File: src/rtl/i2c_controller.sv
// Single-master I2C controller: one-byte write or read transaction per command.
// A command (7-bit address, R/W, write byte) is accepted over a valid/ready
// handshake. START, address, ACK, data, ACK and STOP are then sequenced on
// open-drain pad enables, and a one-cycle response pulse follows.
//
// Handshake: a command transfers on the cycle cmd_valid && cmd_ready.
// cmd_ready is high only in IDLE. The response has no backpressure:
// rsp_valid is a single-cycle pulse, and rsp_rdata/rsp_nack hold their
// values until the next accepted command clears them.
//
// Optional build macro: I2C_CLK_STRETCH_EN enables clock stretching. When it
// is defined, the quarter counter freezes while a peripheral holds SCL low
// after the controller has released it.
module i2c_controller #(
    parameter int CLK_DIV = 250
) (
    input  logic       clk,
    input  logic       rst,
    input  logic       cmd_valid,
    output logic       cmd_ready,
    input  logic [6:0] cmd_addr,
    input  logic       cmd_rw,
    input  logic [7:0] cmd_wdata,
    output logic       rsp_valid,
    output logic [7:0] rsp_rdata,
    output logic       rsp_nack,
    output logic       busy,
    output logic       scl_oe,
    output logic       sda_oe,
    input  logic       scl_i,
    input  logic       sda_i
);

    typedef enum logic [2:0] {
        IDLE, START, ADDR, ADDR_ACK, DATA, DATA_ACK, STOP, RESP
    } state_t;

    localparam logic [15:0] QMAX = 16'(CLK_DIV - 1);

    state_t      state, next_state;
    logic [15:0] qcnt;
    logic [1:0]  phase;
    logic [2:0]  bitcnt;
    logic [7:0]  addr_byte;   // {addr, rw}; bit 0 selects read
    logic [7:0]  wdata_q;
    logic [7:0]  rx;
    logic        nack;
    logic        sda_s1, sda_s2;
    logic        accept;
    logic        freeze, tick, q_wrap, frame_end, sample;

    assign accept    = cmd_valid && cmd_ready;
    assign q_wrap    = (qcnt == QMAX);
    assign tick      = !freeze;
    assign frame_end = tick && q_wrap && (phase == 2'd3);
    // Sampled once, when the counter leaves the first cycle of phase 3.
    assign sample    = tick && (qcnt == 16'd0) && (phase == 2'd3);

`ifdef I2C_CLK_STRETCH_EN
    logic scl_s1, scl_s2;
    logic stretch_zone;

    // Synchronize the SCL pad level; reset to the idle-high bus level.
    always_ff @(posedge clk or negedge rst) begin
        if (!rst) begin
            scl_s1 <= 1'b1;
            scl_s2 <= 1'b1;
        end else begin
            scl_s1 <= scl_i;
            scl_s2 <= scl_s1;
        end
    end

    // SCL is always released inside these windows, so a low pad here
    // can only come from a peripheral holding the clock.
    assign stretch_zone = (((state == ADDR) || (state == ADDR_ACK) ||
                            (state == DATA) || (state == DATA_ACK)) && phase[1]) ||
                          ((state == STOP) && (phase == 2'd1));
    assign freeze = stretch_zone && !scl_s2;
`else
    logic unused_scl_i;
    assign unused_scl_i = scl_i;
    assign freeze       = 1'b0;
`endif

    // Two-flop synchronizer for the SDA pad level.
    always_ff @(posedge clk or negedge rst) begin
        if (!rst) begin
            sda_s1 <= 1'b1;
            sda_s2 <= 1'b1;
        end else begin
            sda_s1 <= sda_i;
            sda_s2 <= sda_s1;
        end
    end

    // State register.
    always_ff @(posedge clk or negedge rst) begin
        if (!rst) state <= IDLE;
        else      state <= next_state;
    end

    // Quarter/phase/bit timing; held at zero outside the bus sequence.
    always_ff @(posedge clk or negedge rst) begin
        if (!rst) begin
            qcnt   <= '0;
            phase  <= '0;
            bitcnt <= '0;
        end else if ((state == IDLE) || (state == RESP)) begin
            qcnt   <= '0;
            phase  <= '0;
            bitcnt <= '0;
        end else if (tick) begin
            if (q_wrap) begin
                qcnt  <= '0;
                phase <= phase + 2'd1;
                if ((phase == 2'd3) && ((state == ADDR) || (state == DATA)))
                    bitcnt <= bitcnt + 3'd1;
            end else begin
                qcnt <= qcnt + 16'd1;
            end
        end
    end

    // Command latch, ACK sampling and read-data shifting.
    always_ff @(posedge clk or negedge rst) begin
        if (!rst) begin
            addr_byte <= '0;
            wdata_q   <= '0;
            rx        <= '0;
            nack      <= 1'b0;
        end else if (accept) begin
            addr_byte <= {cmd_addr, cmd_rw};
            wdata_q   <= cmd_wdata;
            rx        <= '0;
            nack      <= 1'b0;
        end else if (sample) begin
            case (state)
                ADDR_ACK: nack <= sda_s2;
                DATA:     if (addr_byte[0]) rx <= {rx[6:0], sda_s2};
                DATA_ACK: if (!addr_byte[0]) nack <= sda_s2;
                default:  ;
            endcase
        end
    end

    // Next-state and pad-enable decode.
    always_comb begin
        next_state = state;
        scl_oe     = 1'b0;
        sda_oe     = 1'b0;
        case (state)
            IDLE: begin
                if (cmd_valid) next_state = START;
            end
            START: begin
                sda_oe = phase[1];
                scl_oe = (phase == 2'd3);
                if (frame_end) next_state = ADDR;
            end
            ADDR: begin
                scl_oe = !phase[1];
                sda_oe = !addr_byte[3'd7 - bitcnt];
                if (frame_end && (bitcnt == 3'd7)) next_state = ADDR_ACK;
            end
            ADDR_ACK: begin
                scl_oe = !phase[1];
                if (frame_end) next_state = nack ? STOP : DATA;
            end
            DATA: begin
                scl_oe = !phase[1];
                sda_oe = !addr_byte[0] && !wdata_q[3'd7 - bitcnt];
                if (frame_end && (bitcnt == 3'd7)) next_state = DATA_ACK;
            end
            DATA_ACK: begin
                // Released for both directions: peripheral ACK on write,
                // master NACK ending the single-byte read.
                scl_oe = !phase[1];
                if (frame_end) next_state = STOP;
            end
            STOP: begin
                scl_oe = (phase == 2'd0);
                sda_oe = !phase[1];
                if (frame_end) next_state = RESP;
            end
            RESP: begin
                next_state = IDLE;
            end
            default: next_state = IDLE;
        endcase
    end

    assign cmd_ready = (state == IDLE);
    assign busy      = (state != IDLE);
    assign rsp_valid = (state == RESP);
    assign rsp_rdata = rx;
    assign rsp_nack  = nack;

endmodule

File: config.mk
export PLATFORM = sky130hd
export DESIGN_NAME = i2c_controller
export DESIGN_NICKNAME = d
export VERILOG_FILES = /design/src/rtl/i2c_controller.sv
export SDC_FILE = /design/constraint.sdc
export NUM_CORES = 1
export LEC_CHECK = 0
export ABC_AREA = 1
export BUFFER_PORTS_ARGS = -buffer_cell sky130_fd_sc_hd__clkbuf_2
export CAP_MARGIN = 20
export CORE_MARGIN = 5
export CORE_UTILIZATION = 50
export DETAILED_ROUTE_END_ITERATION = 7
export GPL_TIMING_DRIVEN = 0
export PLACE_DENSITY = 0.69
export RECOVER_POWER = 100
export SYNTH_ARGS = -nofsm -noshare
export SYNTH_HDL_FRONTEND = slang
export SYNTH_SLANG_ARGS = --single-unit
File: constraint.sdc
create_clock -name clk -period 3 [get_ports clk]
set_input_delay 0.15 -clock clk [delete_from_list [all_inputs] [get_ports clk]]
set_output_delay 0.15 -clock clk [all_outputs]
set_load 0.02 [all_outputs]
==> impl_table.tex <==
\begin{tabular}{lr}
\hline
Metric & Value \\
\hline
\multicolumn{2}{l}{\textbf{Pwr}} \\
Peak VDD IR & 0.326 mV \\
Reported leakage power & about 1.5 nW \\
Post-route total power & between 2 and 2.5 mW \\
Total power per unit cell area & 764 nW/um\^{}2 \\
\multicolumn{2}{l}{\textbf{Global route}} \\
Via count of the first global-routing pass & between 2000 and 2500 \\
Antenna violations before repair & 0 \\
Global-route wire length before repair & 9700 um \\
Total GRT Usage & 0.165 \\
Largest net degree at the start of global routing & 33 \\
Total grt overflow & 0 \\
\multicolumn{2}{l}{\textbf{STA}} \\
Setup slack after layout & around 0.80 ns \\
Total Negative Setup Slacks & 0 ns \\
Final period utilization & 0.733 \\
Worst Tran Pin Value & 1.08 ns \\
Post-layout minimum cycle time & 2.20 ns \\
Slew HR & 0.282 \\
Number of pins exceeding their max-slew limit in the final report & 0 \\
RSZ-0062 raised after global routing & false \\
Final Hold Slack & 0.0511 ns \\
Fmax achieved & approximately 450 MHz \\
Clock Skew & 0.0113 ns \\
Final hold violation count & 0 \\
Setup violation total in the final timing report & 0 \\
\multicolumn{2}{l}{\textbf{Floorplan}} \\
Cell Rows & 27 \\
Top Ports & 35 \\
Area of the die & 7150 um\^{}2 \\
Starting Density & 0.511 \\
Chip Width & between 80 and 90 um \\
Height of the die & approximately 85 um \\
Core footprint & 5440 um\^{}2 \\
\multicolumn{2}{l}{\textbf{Clock network}} \\
Root Buffer & clkbuf\_8 \\
CTS H-tree lvls & 2 \\
Number of instances resized during post-cts repair & 0 \\
Clock tree from TritonCTS & done \\
Number of buffers created by CTS & 5 \\
Source-to-sink clock delay at the later pin of the worst-skew pair & 0.31 ns \\
Clk buf depth & 2 \\
Total clock sinks & just over 50 \\
Quantity of hold-fixing buffers added after cts & 2 \\
Postcts setup bufs & 0 \\
Clock transition at the registers of the reported paths & 0.10 ns \\
\multicolumn{2}{l}{\textbf{Place}} \\
Total cell area at the placement stage & 3050 um\^{}2 \\
Worst slack, placed & 1.41 ns \\
Detailed placement HPWL & 4110 um \\
IO buf count & 33 \\
Placer's final routability congestion estimate & 0.803 \\
Cell total after placement & 429 \\
\multicolumn{2}{l}{\textbf{Synthesis}} \\
Combined area of all synthesized cells & 2780 um\^{}2 \\
Number of different library cells in the post-synthesis netlist & 35 \\
YS warnings & 0 \\
Register area share after synthesis & 0.460 \\
Mean Syn Cell Area & 8.60 um\^{}2 \\
Top cell type's share of synthesized area & 0.441 \\
Area leader, netlist & dfrtp\_1 \\
Biggest area contributors in the synthesized netlist & dfrtp\_1 44\%, nand2\_1 9.5\%, mux2\_4 8.1\%, nand3\_1 6.3\%, nor2\_1 5.3\% \\
Post-Syn Instances & between 300 and 400 \\
Syn\_nets & 351 \\
Number of synthesized register bits & 51 \\
\multicolumn{2}{l}{\textbf{Setup path}} \\
Worst setup EP type & flop \\
Worst setup SP type & flop \\
Largest fanout of any net on the critical path & 10 \\
Arr. time, crit path & 2.43 ns \\
Count of cells along the worst register-to-register path & 8 \\
Crit Path Category & reg -> reg \\
Crit path required time & 3.23 ns \\
\multicolumn{2}{l}{\textbf{Drt}} \\
Count of unresolved DRC violations after routing & 0 \\
Total wirelength of the detailed-routed design & 5430 um \\
Routed via count divided by cell count & $\sim$5 \\
Vias after detailed routing & 2204 \\
Count of nets left with antenna violations after detail routing & 0 \\
Avg WL per Cell & 12.4 um \\
DR iter-0 viols & 98 \\
Router iterations before antenna repair & 4 \\
\multicolumn{2}{l}{\textbf{Job}} \\
Max cap viols & 0 \\
\multicolumn{2}{l}{\textbf{Cells and area}} \\
Non-filler instance count after layout & 439 \\
Fraction of final layout cells sized beyond drive strength 1 & 0.125 \\
Layout Cell Area excl Fill & 3070 um\^{}2 \\
Finished Core Util & 0.565 \\
Post-layout net count & between 300 and 400 \\
Antenna diodes & 0 \\
Area delta synth->final & 10.5\% \\
\multicolumn{2}{l}{\textbf{Run status}} \\
Result of the run & finished, final reports clean \\
\multicolumn{2}{l}{\textbf{Hold path}} \\
Number of stages on the worst hold path & 2 \\
Worst hold path type & in -> reg \\
\hline
\end{tabular}
metal layers:
layer | wire, um | global-route usage | part of all wire | up-vias
met1 | 2580 | 0.213 | 0.48 | 1034
met2 | 2510 | 0.275 | 0.46 | 36
met4 | 76 | 0.0475 | 0.014 | 0
met5 | 0 | 0 | 0 | -
li1 | - | - | - | 1127
met3 | 258 | 0.0393 | 0.048 | 7
where the power goes:
part	switching (mW)	total (mW)	internal, mW
Combinational	0.536	0.867	0.331
Clock	0.233	0.507	0.274
Sequential	0.113	0.971	0.858
Total	0.882	2.35	1.46
synth_stat cells:
cell / number
nand2_1: 70
dfrtp_1: 49
nor2_1: 39
nand3_1: 35
inv_1: 28
mux2_4: 15
o21ai_0: 13
ha_1: 7
o21ai_1: 7
a21oi_1: 6
inv_2: 6
nand4_1: 5
buf_6: 4
nor2_2: 4
nor3_1: 4
xnor2_1: 4
buf_2: 3
nand2_2: 3
xor2_1: 3
dfstp_2: 2
nor2_4: 2
and3_1: 1
and3_4: 1
clkbuf_1: 1
clkinv_1: 1
nand3_2: 1
nand3b_1: 1
nor3_2: 1
nor3b_1: 1
nor3b_2: 1
o211ai_1: 1
o21bai_1: 1
or2_0: 1
or2_1: 1
or2_2: 1
registers in the layout (all words and copies together), names as in the netlist, 2 cells and up:
signal and flops:
rsp_rdata 8, qcnt 16, phase 2, wdata_q 8, addr_byte 8, bitcnt 3, state 3
final timing paths:
kind / end / slack [ns] / start
min in group asynchronous: qcnt[9] / 0.54 / rst
max: qcnt[3] / 0.80 / state[0]
max in group asynchronous: addr_byte[0] / 1.12 / rst
min: wdata_q[3] / 0.05 / cmd_wdata[3]
max reg2reg: qcnt[3] / 0.80 / state[0]
min reg2reg: sda_s2 / 0.36 / sda_s1
worst max-delay path: stages (launching register included):
cell and delay (ns):
dfrtp_1 0.33, clkbuf_1 0.27, inv_1 0.21, nand2_1 0.14
inv_1 0.08, nor2_1 0.31, nand2_1 0.27, clkbuf_1 0.30
nor3b_1 0.23
layout by cell type, fill, tap and decap left out, types with 2 or more instances in the layout:
| cell type | netlist | routed |
|---|---|---|
| mux2_1 | 0 | 10 |
| dlygate4sd3_1 | 0 | 2 |
| nor2_2 | 4 | 2 |
| inv_2 | 6 | 2 |
| a21oi_1 | 6 | 6 |
| nand2_1 | 70 | 73 |
| dfrtp_1 | 49 | 49 |
| xnor2_1 | 4 | 4 |
| o21ai_0 | 13 | 19 |
| clkbuf_1 | 1 | 19 |
| xor2_1 | 3 | 3 |
| clkinv_1 | 1 | 2 |
| ha_1 | 7 | 7 |
| nor2_1 | 39 | 42 |
| mux2_4 | 15 | 5 |
| nor3b_1 | 1 | 2 |
| clkbuf_8 | 0 | 6 |
| nor3_1 | 4 | 5 |
| nand4_1 | 5 | 5 |
| clkbuf_2 | 0 | 21 |
| inv_1 | 28 | 31 |
| nand3_1 | 35 | 35 |
| dfstp_2 | 2 | 2 |
logic make-up (layout without fill, tap and decap cells):
logic type / Yosys count / after routing / share of synthesized area
AO/OA/AOI/OAI: 28 / 28 / 0.0522
XOR/XNOR: 7 / 7 / 0.0221
adder cells (fa/ha/maj): 7 / 7 / 0.0315
buffers and inverters: 43 / 87 / 0.0702
flip-flops: 51 / 51 / 0.460
multiplexers: 15 / 15 / 0.0810
AND/OR/NAND/NOR: 172 / 172 / 0.283
area by class of cell:
class / instances / area [um^2]
Fill cell: 539 / 2370
Buffer: 8 / 38.8
Clock inverter: 2 / 38.8
Clock buffer: 6 / 82.6
Inverter: 35 / 131
Timing Repair Buffer: 36 / 174
Sequential cell: 51 / 1280
Multi-Input combinational cell: 229 / 1240
Tap cell: 72 / 90.1
No activity file was read; power rests on OpenSTA's default activity.
